===== config.mk =====
export PLATFORM = sky130hd
export DESIGN_NAME = ins_serializer_flat
export DESIGN_NICKNAME = d
export VERILOG_FILES = /design/src/rtl/ins_ser_pkg.sv /design/src/rtl/ins_ser_if.sv /design/src/rtl/ins_ser_buf.sv /design/src/rtl/ins_serializer.sv /design/src/flat_wrapper.sv
export SDC_FILE = /design/constraint.sdc
export NUM_CORES = 1
export LEC_CHECK = 0
export CAP_MARGIN = 20
export CORE_AREA = 2 2 50 52
export CTS_BUF_LIST = sky130_fd_sc_hd__clkbuf_8
export CTS_CLUSTER_SIZE = 10
export DETAILED_ROUTE_END_ITERATION = 10
export DIE_AREA = 0 0 52 54
export HOLD_SLACK_MARGIN = 0.15
export PLACE_DENSITY_LB_ADDON = 0.08
export SLEW_MARGIN = 0
export SYNTH_ARGS = -nofsm -noshare
export SYNTH_HDL_FRONTEND = slang
export SYNTH_SLANG_ARGS = --single-unit

===== constraint.sdc =====
create_clock -name clk -period 2.6 [get_ports clk]
set_clock_uncertainty 0.1 [all_clocks]
set_input_delay 0.52 -clock clk [delete_from_list [all_inputs] [get_ports clk]]
set_output_delay 0.52 -clock clk [all_outputs]
set_load 0.05 [all_outputs]

===== src/rtl/ins_ser_pkg.sv =====
`default_nettype none
// ============================================================================
//  Module      : ins_ser_pkg
//  Description : Shared types, constants and helpers for the ins serializer.
//  Revision    : 1.0 - initial release
// ============================================================================
package ins_ser_pkg;

  // Shifter state: waiting for a word, or shifting one out
  typedef enum logic [0:0] {
    IDLE  = 1'b0,
    SHIFT = 1'b1
  } state_e;

  // Number of words that can wait behind the shifter
  localparam int BUF_DEPTH = 2;

  // Bit-index width; a 1-bit word still gets a 1-bit index
  function automatic int idx_w(input int width);
    return $clog2(width > 1 ? width : 2);
  endfunction

endpackage
`default_nettype wire


===== src/rtl/ins_ser_if.sv =====
`default_nettype none
// ============================================================================
//  Module      : ins_ser_if
//  Description : Parallel-in / serial-out handshake bundle for ins_serializer.
//                slave  = the serializer itself
//                master = the surrounding environment (word source + bit sink)
//  Revision    : 1.0 - initial release
// ============================================================================
interface ins_ser_if #(
  parameter int WIDTH = 3,
  parameter int CNT_W = 8
);
  logic             in_valid;
  logic             in_ready;
  logic [WIDTH-1:0] ins;
  logic             ser_valid;
  logic             ser_ready;
  logic             ser_data;
  logic             ser_last;
  logic             busy;
  logic [CNT_W-1:0] frame_cnt;

  modport master (
    output in_valid, ins, ser_ready,
    input  in_ready, ser_valid, ser_data, ser_last, busy, frame_cnt
  );

  modport slave (
    input  in_valid, ins, ser_ready,
    output in_ready, ser_valid, ser_data, ser_last, busy, frame_cnt
  );
endinterface
`default_nettype wire


===== src/rtl/ins_ser_buf.sv =====
`default_nettype none
// ============================================================================
//  Module      : ins_ser_buf
//  Description : Two-entry word FIFO sitting in front of the shifter.
//                Push while full and pop while empty are ignored.
//  Revision    : 1.0 - initial release
// ============================================================================
module ins_ser_buf
  import ins_ser_pkg::*;
#(
  parameter int WIDTH = 3
) (
  input  wire logic             clk,
  input  wire logic             rst_n,
  input  wire logic             push,
  input  wire logic             pop,
  input  wire logic [WIDTH-1:0] din,
  output logic      [WIDTH-1:0] dout,
  output logic      [1:0]       count,
  output logic                  full,
  output logic                  empty
);

  logic [WIDTH-1:0] r_mem [BUF_DEPTH];
  logic             r_wr_ptr;
  logic             r_rd_ptr;
  logic [1:0]       r_count;
  logic             w_push;
  logic             w_pop;

  assign full   = (r_count == 2'(BUF_DEPTH));
  assign empty  = (r_count == 2'd0);
  assign w_push = push & ~full;
  assign w_pop  = pop & ~empty;
  assign dout   = r_mem[r_rd_ptr];
  assign count  = r_count;

  // Pointer and occupancy tracking; simultaneous push/pop keeps count
  always_ff @(posedge clk or negedge rst_n) begin
    if (!rst_n) begin
      r_wr_ptr <= 1'b0;
      r_rd_ptr <= 1'b0;
      r_count  <= 2'd0;
    end else begin
      if (w_push) r_wr_ptr <= ~r_wr_ptr;
      if (w_pop)  r_rd_ptr <= ~r_rd_ptr;
      case ({w_push, w_pop})
        2'b10:   r_count <= r_count + 2'd1;
        2'b01:   r_count <= r_count - 2'd1;
        default: r_count <= r_count;
      endcase
    end
  end

  // Word storage; contents are only meaningful while counted
  always_ff @(posedge clk) begin
    if (w_push) r_mem[r_wr_ptr] <= din;
  end

endmodule
`default_nettype wire


===== src/rtl/ins_serializer.sv =====
`default_nettype none
// ============================================================================
//  Module      : ins_serializer
//  Description : Accepts WIDTH-bit "ins" words over valid/ready, buffers up
//                to two, and shifts each out one bit per accepted beat with
//                a last-bit marker and a completed-word counter.
//  Revision    : 1.0 - initial release
// ============================================================================
module ins_serializer
  import ins_ser_pkg::*;
#(
  parameter int WIDTH     = 3,
  parameter bit LSB_FIRST = 1'b1,
  parameter int CNT_W     = 8
) (
  input wire logic clk,
  input wire logic rst_n,
  ins_ser_if.slave bus
);

  localparam int            IW       = idx_w(WIDTH);
  localparam logic [IW-1:0] LAST_IDX = IW'(WIDTH - 1);

  state_e           r_state;
  state_e           w_next_state;
  logic [WIDTH-1:0] r_shreg;
  logic [IW-1:0]    r_idx;
  logic [CNT_W-1:0] r_frame_cnt;

  logic             w_in_beat;
  logic             w_out_beat;
  logic             w_last;
  logic             w_ser_valid;
  logic             w_load;
  logic             w_load_buf;
  logic             w_push;
  logic             w_pop;
  logic             w_bit;
  logic [WIDTH-1:0] w_load_word;

  logic [WIDTH-1:0] w_buf_dout;
  logic [1:0]       w_buf_count;
  logic             w_buf_full;
  logic             w_buf_empty;

  ins_ser_buf #(
    .WIDTH (WIDTH)
  ) u_buf (
    .clk   (clk),
    .rst_n (rst_n),
    .push  (w_push),
    .pop   (w_pop),
    .din   (bus.ins),
    .dout  (w_buf_dout),
    .count (w_buf_count),
    .full  (w_buf_full),
    .empty (w_buf_empty)
  );

  // in_ready comes from registered occupancy only, never from ser_ready
  assign w_ser_valid = (r_state == SHIFT);
  assign w_in_beat   = bus.in_valid & ~w_buf_full;
  assign w_out_beat  = w_ser_valid & bus.ser_ready;
  assign w_last      = (r_idx == LAST_IDX);
  assign w_load_word = w_load_buf ? w_buf_dout : bus.ins;

  generate
    if (LSB_FIRST) begin : g_lsb_first
      assign w_bit = r_shreg[r_idx];
    end else begin : g_msb_first
      assign w_bit = r_shreg[LAST_IDX - r_idx];
    end
  endgenerate

  // Next state and buffer/shifter steering; buffered words take priority over bypass
  always_comb begin
    w_next_state = r_state;
    w_load       = 1'b0;
    w_load_buf   = 1'b0;
    w_pop        = 1'b0;
    w_push       = w_in_beat;
    case (r_state)
      IDLE: begin
        if (!w_buf_empty) begin
          w_load       = 1'b1;
          w_load_buf   = 1'b1;
          w_pop        = 1'b1;
          w_next_state = SHIFT;
        end else if (w_in_beat) begin
          w_load       = 1'b1;
          w_push       = 1'b0;
          w_next_state = SHIFT;
        end
      end
      SHIFT: begin
        if (w_out_beat && w_last) begin
          if (!w_buf_empty) begin
            w_load     = 1'b1;
            w_load_buf = 1'b1;
            w_pop      = 1'b1;
          end else if (w_in_beat) begin
            w_load = 1'b1;
            w_push = 1'b0;
          end else begin
            w_next_state = IDLE;
          end
        end
      end
      default: w_next_state = IDLE;
    endcase
  end

  // State register
  always_ff @(posedge clk or negedge rst_n) begin
    if (!rst_n) r_state <= IDLE;
    else        r_state <= w_next_state;
  end

  // Shifter word, bit index and completed-word counter
  always_ff @(posedge clk or negedge rst_n) begin
    if (!rst_n) begin
      r_shreg     <= '0;
      r_idx       <= '0;
      r_frame_cnt <= '0;
    end else begin
      if (w_load) r_shreg <= w_load_word;
      if (w_load || (w_out_beat && w_last)) r_idx <= '0;
      else if (w_out_beat)                  r_idx <= r_idx + IW'(1);
      if (w_out_beat && w_last) r_frame_cnt <= r_frame_cnt + CNT_W'(1);
    end
  end

  // Data/last are forced low while idle so reset and idle look identical
  assign bus.in_ready  = ~w_buf_full;
  assign bus.ser_valid = w_ser_valid;
  assign bus.ser_data  = w_ser_valid & w_bit;
  assign bus.ser_last  = w_ser_valid & w_last;
  assign bus.busy      = w_ser_valid | (w_buf_count != 2'd0);
  assign bus.frame_cnt = r_frame_cnt;

endmodule
`default_nettype wire


===== src/flat_wrapper.sv =====
// flat-port wrapper written by rule: the top's interface ports become plain ports
module ins_serializer_flat import ins_ser_pkg::*;
#(
  parameter int WIDTH     = 3,
  parameter bit LSB_FIRST = 1'b1,
  parameter int CNT_W     = 8
)
  (clk, rst_n, bus_in_valid, bus_ins, bus_ser_ready, bus_in_ready, bus_ser_valid, bus_ser_data, bus_ser_last, bus_busy, bus_frame_cnt);
  ins_ser_if #(.WIDTH(WIDTH), .CNT_W(CNT_W)) bus_i ();
  input wire logic clk;
  input wire logic rst_n;
  input wire logic [$bits(bus_i.in_valid)-1:0] bus_in_valid;
  input wire logic [$bits(bus_i.ins)-1:0] bus_ins;
  input wire logic [$bits(bus_i.ser_ready)-1:0] bus_ser_ready;
  output wire logic [$bits(bus_i.in_ready)-1:0] bus_in_ready;
  output wire logic [$bits(bus_i.ser_valid)-1:0] bus_ser_valid;
  output wire logic [$bits(bus_i.ser_data)-1:0] bus_ser_data;
  output wire logic [$bits(bus_i.ser_last)-1:0] bus_ser_last;
  output wire logic [$bits(bus_i.busy)-1:0] bus_busy;
  output wire logic [$bits(bus_i.frame_cnt)-1:0] bus_frame_cnt;
  assign bus_i.in_valid = bus_in_valid;
  assign bus_i.ins = bus_ins;
  assign bus_i.ser_ready = bus_ser_ready;
  assign bus_in_ready = bus_i.in_ready;
  assign bus_ser_valid = bus_i.ser_valid;
  assign bus_ser_data = bus_i.ser_data;
  assign bus_ser_last = bus_i.ser_last;
  assign bus_busy = bus_i.busy;
  assign bus_frame_cnt = bus_i.frame_cnt;
  ins_serializer #(.WIDTH(WIDTH), .LSB_FIRST(LSB_FIRST), .CNT_W(CNT_W)) u_core (.clk(clk), .rst_n(rst_n), .bus(bus_i));
endmodule

Yosys cells after proc, flatten, opt, wreduce, memory -nomap -nowiden
Memory sizes are Yosys's and may differ from the RTL's.
Cells that the tools add are included.
{"block": "totals", "elab_cells": 55, "input_bits": 7, "ff_bits": 18, "out_inout_bits": 13, "mem_count": 1, "ram_bits": 6}
{"block": "classes", "add_sub_neg": 4, "muxes": 20, "n_bitwise": 12, "reduce_logical": 6, "eq_ne": 4, "magnitude_cmp": 1}
{"memory": "u_core.u_buf.r_mem", "depth": 2, "word_bits": 3, "read_ports": 1, "rd_ports_with_merged_regs": 0, "write_ports": 1, "line": "ins_ser_buf.sv:24", "source": "logic [WIDTH-1:0] r_mem [BUF_DEPTH];"}
{"cell": "1-bit two-way mux", "count": 11}
{"cell": "8-bit by 1-bit adder with 8-bit output, second input constant", "count": 1}
{"cell": "1-bit one-hot mux with 2 select lines", "count": 4}
{"cell": "1-bit bitwise AND", "count": 6}
{"cell": "2-bit == test, second input constant", "count": 3}
{"cell": "2-bit nonzero test", "count": 3}
{"cell": "1-bit inverter", "count": 5}
{"cell": "2-bit by 1-bit adder with 2-bit output, second input constant", "count": 2}
{"cell": "2-bit two-way mux", "count": 2}
{"cell": "2-bit one-hot mux with 2 select lines", "count": 1}
{"cell": "2-bit by 3-bit less-than comparator with 1-bit output, second input constant", "count": 1}
{"cell": "3-bit two-way mux", "count": 1}
{"cell": "1-bit binary-select mux with 2-bit select", "count": 1}
{"cell": "2-bit by 1-bit == test with 1-bit output, second input constant", "count": 1}
{"cell": "2-bit logical NOT", "count": 1}
{"cell": "2-bit by 1-bit subtractor with 2-bit output, second input constant", "count": 1}
{"cell": "1-bit logical AND", "count": 1}
{"cell": "1-bit logical OR", "count": 1}
{"cell": "1-bit bitwise OR", "count": 1}

Longest topological paths before layout
Gate-level depths: netlist of run 1.
{"block": "depth", "ltp_word": 9, "depth_mapped": 9, "ltp_nobuf": 9}

Hierarchy
From an unflattened synthesis of run 1, not the netlist that was laid out.
{"block": "unflattened", "hier_cells": 94, "hier_area_um2": 1164.9}
{"module": "ins_serializer", "instances": 1, "seq_area_each_um2": 350.3, "cells_per_inst": 67, "area_each_um2": 754.5}
{"module": "ins_ser_buf", "instances": 1, "seq_area_each_um2": 280.3, "cells_per_inst": 27, "area_each_um2": 410.4}

Worst setup path after synthesis of run 1
Ideal clock, no wire load.
{"block": "synth_timing", "path_kind": "reg-to-output", "from": "register u_core.r_state (netlist: u_core.bus.ser_valid)", "to": "output bus_busy", "slack_ps": 608, "path_buffers": 1, "t_required_ps": 1980, "path_stages_with_launch": 3, "arrival_time_ps": 1372, "cell_sequence": "dfrtp_1 > buf_2 > or3_1"}
{"block": "synth_between", "elab_chain_cells": 1}
{"item": "from (decl)", "line": "ins_serializer.sv:24", "source": "state_e r_state;"}
{"item": "from (signal assigned)", "line": "ins_serializer.sv:116", "source": "else r_state <= w_next_state;"}
{"item": "1-bit bitwise OR", "line": "ins_serializer.sv:138", "source": "assign bus.busy = w_ser_valid | (w_buf_count != 2'd0);"}
{"item": "to (decl)", "line": "flat_wrapper.sv:19", "source": "output wire logic [$bits(bus_i.busy)-1:0] bus_busy;"}
No other way between the ends.

Worst setup path after layout of run 1
Same ends and word-level chain as after synthesis.

==> metrics, run 1 <==
DP Wirelength=about 1500 um; CP startpoint=u_core.bus.ser_valid$_DFF_PN0_; # placed instances=~150; DIE AREA=about 2800 um^2; Crit. End Element=output port; global route overflow=0; Hold Slack=about 0.37 ns; flops & latches, synth=24; Leakage=~0.63 nW; fmax=0.409 GHz; drt pass-1 iters=4; launch point of the worst reg-to-reg path=u_core.r_idx[0]$_DFFE_PN0P_; DR DRC count=0; Final ANT Viol Nets=0; Rel. slew slack=between 60% and 70%; largest cells by area after synthesis=dfrtp_1 39%, edfxtp_1 15%, xnor2_1 5.3%, mux2i_1 3.4%, ha_1 3.2%; met1 usage=a little under a fifth; CTS tree=yes; endpoints failing setup=0; first-pass GRT wire length=~3400 um; Ys Warns=0; Cell Count, Final, Fillers Out=between 150 and 200; critical path arrival=~1.8 ns; routed vias=slightly above 800; initial antenna violation count=0; Slew @ Worst Pin=0.500 ns; Cell Pwr Density=1170 nW/um^2; Clock Tree Buf Depth=2; Gate Count Post-Synth=between 100 and 150; core area=between 2000 and 2500 um^2; grt met2 use=between 30% and 40%; H-tree lvl count=1; largest net degree at the start of global routing=19; Synth top area share=38.7%; worst-skew pair later-pin latency=0.26 ns; unique cell type count in the Yosys netlist=34; Post-synth EDFFs=6; Final period util=93.9%; worst vdd ir=around 0.79 mV; critical path required time=slightly below 2 ns; layout cells sized above 1=about 8.8%; Top FF cell, synth=dfrtp_1; Root Driver=clkbuf_8; post-synthesis cell area=about 1200 um^2; Setup WS pre-CTS=around 0.31 ns; syn_nets=approximately 110; GRT Util Overall=16.7%; setup total negative slack=0 ns; fill count=between 150 and 200; ant diodes=0; total CTS buffers=3; Ports=20; vias in the first global route=790; RSZ-0062 raised after global routing=no; Post-Syn Area per Cell=approximately 11 um^2; crit start category=flop; most frequent cell after synthesis=dfrtp_1; hold path startpoint=u_core.bus.frame_cnt[7]$_DFFE_PN0N_; post-route setup slack=0.158 ns; Total Routed Length=slightly below 2000 um; standard-cell rows=18; synth cell count leaders=18 x dfrtp_1, 10 x nand2_1, 7 x xnor2_1, 6 x edfxtp_1, 6 x o21ai_0; CP max FO=12; DIE HEIGHT=54 um; Avg WL per Cell=between 10 and 15 um; initial core utilization=50.2%; status=finished, final reports clean; Tmin final=2.44 ns; Clock Pin Slew Worst Setup and Hold Paths=about 0.08 ns; die width=52 um; Final Max Slew Viols=0; DR vias/cell=5.20; GPL Wtd Cong=between 0.7 and 0.8; most used routing layer=met2; final hold vios=0; DR iter-0 viols=4; register area share after synthesis=between 50% and 60%; Layout area overhead=25.2%; maxcap violations=0; Synth area leader=dfrtp_1; CP Class=reg -> out; nets=136; port bufs=19; clock tree sinks=24; met3 GRT Util=between 3 and 4%; Post-synth ARST share=approximately three quarters; HP Class=reg -> reg
-- placed cells by master, fill, tap and decap left out, types with 2 or more instances in the layout --
cell / n
nor3_1: 3
clkbuf_8: 3
nand2_1: 10
nor3b_1: 2
mux2i_1: 4
inv_1: 3
o22a_1: 3
nor2b_1: 2
nand3_1: 2
a2bb2oi_1: 3
xnor2_1: 7
and3_1: 2
and2_1: 3
clkdlybuf4s50_1: 17
dfrtp_1: 18
ha_1: 3
nand4_1: 3
xor2_1: 4
o21ai_0: 6
buf_4: 3
nor2_1: 4
edfxtp_1: 6
-- final timing paths --
check	to	slack, ns	depth (start not counted)
max in group asynchronous	u_core.r_idx[0]$_DFFE_PN0P_	1.73	2
min	u_core.bus.frame_cnt[7]$_DFFE_PN0N_	0.37	1
max	bus_busy	0.16	2
max reg2reg	u_core.u_buf.count[1]$_DFFE_PN0P_	0.56	9
min in group asynchronous	u_core.r_idx[1]$_DFFE_PN0P_	0.48	2
min reg2reg	u_core.bus.frame_cnt[7]$_DFFE_PN0N_	0.37	1
-- area by class of cell --
class	count	area (um^2)	share of cell area [%]
inverters	3	11.3	0.772
clock buffers	3	41.3	2.83
flip-flops and latches	24	631	43.2
multi-input cells	73	503	34.5
repair buffers	21	205	14.1
clock inverters	1	30.0	2.06
well taps	30	37.5	2.57
-- sequential cells by signal, indices dropped and copies added, names as in the netlist --
| register | count |
|---|---|
| u_core.bus.frame_cnt | 8 |
| u_core.bus.ser_valid | 1 |
| u_core.r_idx | 2 |
| u_core.r_shreg | 3 |
| u_core.u_buf.count | 2 |
| u_core.u_buf.r_mem | 6 |
| u_core.u_buf.r_rd_ptr | 1 |
| u_core.u_buf.r_wr_ptr | 1 |
-- layer usage --
layer	up-vias	wire [um]	share of wire [%]
met5	-	0	0
li1	408	-	-
met1	380	865	44
met4	0	13	0.66
met2	16	996	51
met3	2	97	4.9
-- where the power goes --
group,switching [W],total (W),internal [W]
Clock,0.000113,0.000319,0.000206
Combinational,0.000424,0.000746,0.000322
Sequential,0.000130,0.000641,0.000511
Total,0.000667,0.00171,0.00104
-- worst max-delay path: stages, from the launching register on --
cell and delay, ns:
dfrtp_1 0.48, or3_1 0.39, clkdlybuf4s50_1 0.70
-- kinds of logic (layout without fill, tap and decap cells) --
family	after synthesis	count (layout)	synth area share, %
simple gates	38	38	17.8
flops	24	24	54.1
compound gates	17	17	10.4
xor+xnor	11	11	8.27
buf+inv	6	28	2.68
mux	4	4	3.44
fa+ha+maj	3	3	3.22
-- timing repair --
item / CTS / global route
endpoints found under the setup margin: 0 / 1
hold buffers: 0 / 0
setup buffers: 0 / 0
gates resized for setup: 0 / 1
-- through the flow --
step	utilization [%]	power, W	instance area (um^2)
floorplan	-	0.00120	1160
global placement	59.7	0.00138	1390
detailed placement	59.7	0.00141	1390
CTS	62.8	0.00173	1460
global route	62.9	0.00181	1460
finish	62.9	0.00171	1460
Note: power is estimated with default switching activity, not from simulation.
==> run 2: changes to the inputs <==
--- a/config.mk
+++ b/config.mk
@@ -8,7 +8,6 @@
 export CAP_MARGIN = 20
 export CORE_AREA = 2 2 50 52
 export CTS_BUF_LIST = sky130_fd_sc_hd__clkbuf_8
-export CTS_CLUSTER_SIZE = 10
 export DETAILED_ROUTE_END_ITERATION = 10
 export DIE_AREA = 0 0 52 54
 export HOLD_SLACK_MARGIN = 0.15
==> results of run 2 <==
No change in the layout: final DEF, timing and power equal those of run 1.
